==> config.mk <==
export PLATFORM = sky130hd
export DESIGN_NAME = ascensor_ctrl
export DESIGN_NICKNAME = d
export VERILOG_FILES = /design/src/rtl/ascensor_ctrl.sv
export SDC_FILE = /design/constraint.sdc
export NUM_CORES = 1
export LEC_CHECK = 0
export CORE_MARGIN = 1
export CORE_UTILIZATION = 45
export CTS_CLUSTER_SIZE = 25
export DETAILED_ROUTE_END_ITERATION = 10
export PLACE_DENSITY = 0.82
export SYNTH_ARGS = -nofsm -noshare
export SYNTH_HDL_FRONTEND = slang
export SYNTH_SLANG_ARGS = --single-unit
==> constraint.sdc <==
create_clock -name clk -period 3.6 [get_ports clk]
set_input_delay 0.72 -clock clk [delete_from_list [all_inputs] [get_ports clk]]
set_output_delay 0.72 -clock clk [all_outputs]
set_load 0.01 [all_outputs]
==> src/rtl/ascensor_ctrl.sv <==
// SCAN elevator controller driving motor/door and a shared external 4-bit Counter used as its only timer.
// Optional door-hold input when DOOR_HOLD_EN is defined. Registered state/outputs; counter handshake is combinational on cnt_q.
module ascensor_ctrl #(
    parameter int NFLOORS      = 4,
    parameter int FW           = 2,
    parameter int TRAVEL_TICKS = 8,
    parameter int DOOR_TICKS   = 12
) (
    input  logic               clk,
    input  logic               reset,
    input  logic [NFLOORS-1:0] req,
`ifdef DOOR_HOLD_EN
    input  logic               door_hold,
`endif
    output logic               cnt_enb,
    output logic               cnt_modo,
    output logic [3:0]         cnt_data,
    input  logic [3:0]         cnt_q,
    output logic [FW-1:0]      floor,
    output logic               motor_up,
    output logic               motor_dn,
    output logic               door_open,
    output logic               busy
);

    if (TRAVEL_TICKS < 1 || TRAVEL_TICKS > 15) begin : g_bad_travel
        $error("ascensor_ctrl: TRAVEL_TICKS must be in 1..15");
    end
    if (DOOR_TICKS < 1 || DOOR_TICKS > 15) begin : g_bad_door
        $error("ascensor_ctrl: DOOR_TICKS must be in 1..15");
    end
    if ((2 ** FW) < NFLOORS) begin : g_bad_fw
        $error("ascensor_ctrl: FW too narrow for NFLOORS");
    end

    typedef enum logic [2:0] {
        IDLE,
        CHECK,
        MOVE_UP,
        MOVE_DN,
        DOOR_OPEN
    } state_t;

    localparam logic [3:0] TLIM = 4'(TRAVEL_TICKS);
    localparam logic [3:0] DLIM = 4'(DOOR_TICKS);

    state_t             state;
    state_t             nxt;
    logic               dir_up;
    logic               first;
    logic [NFLOORS-1:0] pend;
    logic [NFLOORS-1:0] pend_nxt;
    logic               timed;
    logic               hold;
    logic               expire;
    logic [3:0]         lim;
    logic               here;
    logic               above;
    logic               below;

`ifdef DOOR_HOLD_EN
    assign hold = door_hold && (state == DOOR_OPEN);
`else
    assign hold = 1'b0;
`endif

    // The counter keeps its last value between timed states, so a stale
    // Q==LIM on the load cycle must not count as expiry.
    assign timed    = (state == MOVE_UP) || (state == MOVE_DN) || (state == DOOR_OPEN);
    assign lim      = (state == DOOR_OPEN) ? DLIM : TLIM;
    assign cnt_modo = timed && (first || hold);
    assign expire   = timed && !cnt_modo && (cnt_q == lim);
    assign cnt_enb  = timed && !expire;
    assign cnt_data = 4'd0;

    always_comb begin
        here  = 1'b0;
        above = 1'b0;
        below = 1'b0;
        for (int i = 0; i < NFLOORS; i++) begin
            if (pend[i] && (i == int'(floor))) here  = 1'b1;
            if (pend[i] && (i >  int'(floor))) above = 1'b1;
            if (pend[i] && (i <  int'(floor))) below = 1'b1;
        end
    end

    always_comb begin
        pend_nxt = pend | req;
        if (state == DOOR_OPEN) begin
            for (int i = 0; i < NFLOORS; i++) begin
                if (i == int'(floor)) pend_nxt[i] = 1'b0;
            end
        end
    end

    always_comb begin
        nxt = state;
        case (state)
            IDLE: begin
                if (|pend) nxt = CHECK;
            end
            CHECK: begin
                if (here)                 nxt = DOOR_OPEN;
                else if (dir_up && above)  nxt = MOVE_UP;
                else if (dir_up && below)  nxt = MOVE_DN;
                else if (!dir_up && below) nxt = MOVE_DN;
                else if (!dir_up && above) nxt = MOVE_UP;
                else                       nxt = IDLE;
            end
            MOVE_UP, MOVE_DN, DOOR_OPEN: begin
                if (expire) nxt = CHECK;
            end
            default: nxt = IDLE;
        endcase
    end

    always_ff @(posedge clk) begin
        if (reset) begin
            state     <= IDLE;
            floor     <= '0;
            dir_up    <= 1'b1;
            pend      <= '0;
            first     <= 1'b0;
            motor_up  <= 1'b0;
            motor_dn  <= 1'b0;
            door_open <= 1'b0;
            busy      <= 1'b0;
        end else begin
            state     <= nxt;
            pend      <= pend_nxt;
            first     <= ((state == CHECK) && (nxt != IDLE)) || hold;
            motor_up  <= (nxt == MOVE_UP);
            motor_dn  <= (nxt == MOVE_DN);
            door_open <= (nxt == DOOR_OPEN);
            busy      <= (nxt != IDLE);
            if (state == CHECK && nxt == MOVE_UP) dir_up <= 1'b1;
            if (state == CHECK && nxt == MOVE_DN) dir_up <= 1'b0;
            if (state == MOVE_UP && expire) floor <= floor + FW'(1);
            if (state == MOVE_DN && expire) floor <= floor - FW'(1);
        end
    end

`ifndef SYNTHESIS
    always @(posedge clk) begin
        if (!reset) begin
            assert (int'(floor) < NFLOORS)
                else $error("ascensor_ctrl: floor above top floor");
            assert (!(state == MOVE_UP && int'(floor) == NFLOORS - 1))
                else $error("ascensor_ctrl: moving up from top floor");
            assert (!(state == MOVE_DN && floor == '0))
                else $error("ascensor_ctrl: moving down from floor 0");
        end
    end
`endif

endmodule
==> metrics.md <==
| Metric | Value |
|---|---|
| Post-Syn Area per Cell | 8.72 um^2 |
| Worst Tran Pin Value | 0.636 ns |
| Max VDD drop | 0.315 mV |
| Global route overflow | 0 |
| Cts bufs inserted | 3 |
| Share of layout cells above drive strength 1 | 0.0625 |
| Initial Util | 0.509 |
| Cell family with most CP delay | simple AND/OR/NAND/NOR gates |
| WP buf/inv | 2 |
| CTS Sinks | 15 |
| Final setup vio count | 0 |
| Share of power burned in registers | 0.507 |
| Leak | 0.443 nW |
| CTS Hold Bufs | 0 |
| Vias/cell | 5.19 |
| First-pass DRT Iterations | 4 |
| Post-synth EDFFs | 0 |
| PostCTS Resize Cnt | 0 |
| Max Clock Skew | 0.00474 ns |
| # port buffers | 17 |
| Crit-path slowest cell | nor4b_1 |
| Fillcell total | 137 |
| Final HPWL DP | 1290 um |
| CTS clk-pin slew, worst paths | 0.08 ns |
| Crit start category | input pin |
| Critical path required time | 2.88 ns |
| Synth area leaders | dfxtp_1, ha_1, a211oi_1 |
| Vias post-DR | 706 |
| Crit-path cells | clkdlybuf4s50_1 > nor4b_1 > nand2_1 > or2b_2 > nand2_1 > clkdlybuf4s50_1 |
| First-pass GRT wire length | 2770 um |
| Xor-xnor portion of the synthesized cell area | 0.0216 |
| Crit-path max cell delay | 0.58 ns |
| Synth Flop Type | dfxtp_1 |
| CTS root buffer | clkbuf_4 |
| Fraction of registers with async set/reset | 0 |
| Simple-gate portion of the synthesized area | 0.174 |
| Clk Latency, worst-skew pair | 0.28 ns |
| Post-Place Cell Area | 982 um^2 |
| Crit Path Class | in2out |
| Postcts setup bufs | 0 |
| Dominant cell type by area after synthesis | dfxtp_1 |
| Post-Synth Adder-Cell Area | 0.0926 |
| Sequential area share after synthesis | 0.370 |
| H-tree lvl count | 1 |
| Initial drt markers | 14 |
| Crit path max fanout | 4 |
| Vias in the first global route | 630 |
| Die Height | 44.4 um |
| Multiplexer area fraction after synthesis | 0 |
| Initial antenna violation count | 0 |
| Fmax | 303 MHz |
| Final setup TNS | 0 ns |
| Fin crit period | 3.30 ns |
| Final Non-Filler Cells | 136 |
| Internal power | 276 uW |
| Reg area | 300 um^2 |
| CTS tree | built |
| Pins Over Slew Limit | 0 |
| I/O pin total | 22 |
| ANT nets after route | 0 |
| Inserted Diodes | 0 |
| Max-cap violation count | 0 |
| Post-Syn Area | 811 um^2 |
| Number of distinct library cells after synthesis | 33 |
| Die area | 1980 um^2 |
| Largest family of logic cells by synthesized area | compound AO/OA/AOI/OAI gates |
| Clk pwr share | 0.239 |
| Status | completed |
| Rows | 14 |
| Most frequent cell after synthesis | dfxtp_1 |
| Post-route cell area | 1010 um^2 |
| Clock buffer depth | 2 |
| Top cells by count, synth | dfxtp_1, inv_1, nor2_1 |
| Gpl congestion | 0.913 |
| Synthesized instance count | 93 |
| Crit path DAT | 2.58 ns |
| Routed len/inst | 12.0 um |
| Cells after DPL | 132 |
| Flops & latches, synth | 15 |
| Hold Fails Final Rpt | 0 |
| Yosys Warn Count | 0 |
| Drt drc | 0 |
| Power per cell area | 381 nW/um^2 |
| Worst min-delay path category | reg2reg |
| Core ar. | 1590 um^2 |
| Net Sw Frac | 0.282 |
| Area of the multi-input gates | 437 um^2 |
| Area growth from synthesis to layout | 24.4% |
| Unrepaired setup endpoints after global routing | no |
| Pin count of the biggest net entering global routing | 10 |
| Sw Pwr | 108 uW |
| DRT Wirelength | 1630 um |
| Nets | 129 |
| Gate power share | 0.254 |
| Worst slew margin | 0.570 |
| Global Route Usage Sum | 0.193 |
| Post-synthesis compound-gate area fraction | 0.231 |
| Yosys top cell area share | 0.370 |
| DIE WIDTH | 44.4 um |
| Tcrit/Tclk final | 0.916 |
| Element type at the critical path end | primary output |
## state kept, by name, summed over array words and instances (netlist names)
| register | cells |
|---|---|
| busy | 1 |
| first | 1 |
| motor_dn | 1 |
| floor | 2 |
| state | 3 |
| motor_up | 1 |
| dir_up | 1 |
| door_open | 1 |
| pend | 4 |
## cell usage in the layout (no fill, tap or decap), types with 2 or more instances in the layout
cell type        count
a21boi_0             2
inv_1               12
a211oi_1             6
a21o_1               2
clkdlybuf4s50_1     17
nor2_1              11
conb_1               4
a221oi_1             2
nand2_1              3
a21oi_1              6
dfxtp_1             15
clkbuf_4             3
o21ai_0              2
ha_1                 6
xnor2_1              2
## cell type report
| cell class | count | share of cell area |
|---|---|---|
| well taps | 24 | 0.0298 |
| clock buffers | 4 | 0.0261 |
| multi-input cells | 64 | 0.433 |
| inverters | 12 | 0.0447 |
| repair buffers | 17 | 0.169 |
| flip-flops and latches | 15 | 0.298 |
## tightest hold or removal path: stages, from the launching register on
cell and delay [ns]:
dfxtp_1 0.35, nor2_1 0.10, a211oi_1 0.05
## metrics by stage
stage,utilization,hold slack [ns],setup slack (ns),power [mW]
detailed placement,0.616,0.524,0.359,0.295
finish,0.633,0.544,0.302,0.384
CTS,0.633,0.537,0.366,0.388
global placement,0.616,0.515,0.450,0.292
global route,0.633,0.578,0.242,0.410
floorplan,-,0.492,1.33,0.258
## metal layers
layer	wire, um	track usage	vias to the layer above
met2	799	0.300	30
li1	-	-	350
met5	0	0	-
met4	39	0.0848	0
met1	689	0.242	318
met3	100	0.0653	8
## power by group through the flow
stage | Combinational [mW] | Sequential, mW | Clock, mW
2_1_floorplan | 0.0589 | 0.199 | 0
3_3_place_gp | 0.0950 | 0.197 | 0
3_5_place_dp | 0.0969 | 0.198 | 0
4_1_cts | 0.0974 | 0.195 | 0.0957
5_1_grt | 0.109 | 0.197 | 0.105
6_report | 0.0975 | 0.195 | 0.0918
## logic make-up (layout without fill, tap and decap cells)
kind of cell	after synthesis	count (layout)
compound gates	27	27
other cells	1	4
buf+inv	17	33
simple gates	25	25
flops	15	15
fa+ha+maj	6	6
xor+xnor	2	2
## worst paths after layout
kind / cells after the start / to / slack, ns / from
worst max register to register: 7 / motor_dn / 1.31 / floor[0]
worst max-delay path: 6 / cnt_enb / 0.30 / cnt_q[1]
worst min register to register: 2 / pend[2] / 0.54 / pend[2]
worst min-delay path: 2 / pend[2] / 0.54 / pend[2]
Note: power is estimated with default switching activity, not from simulation.
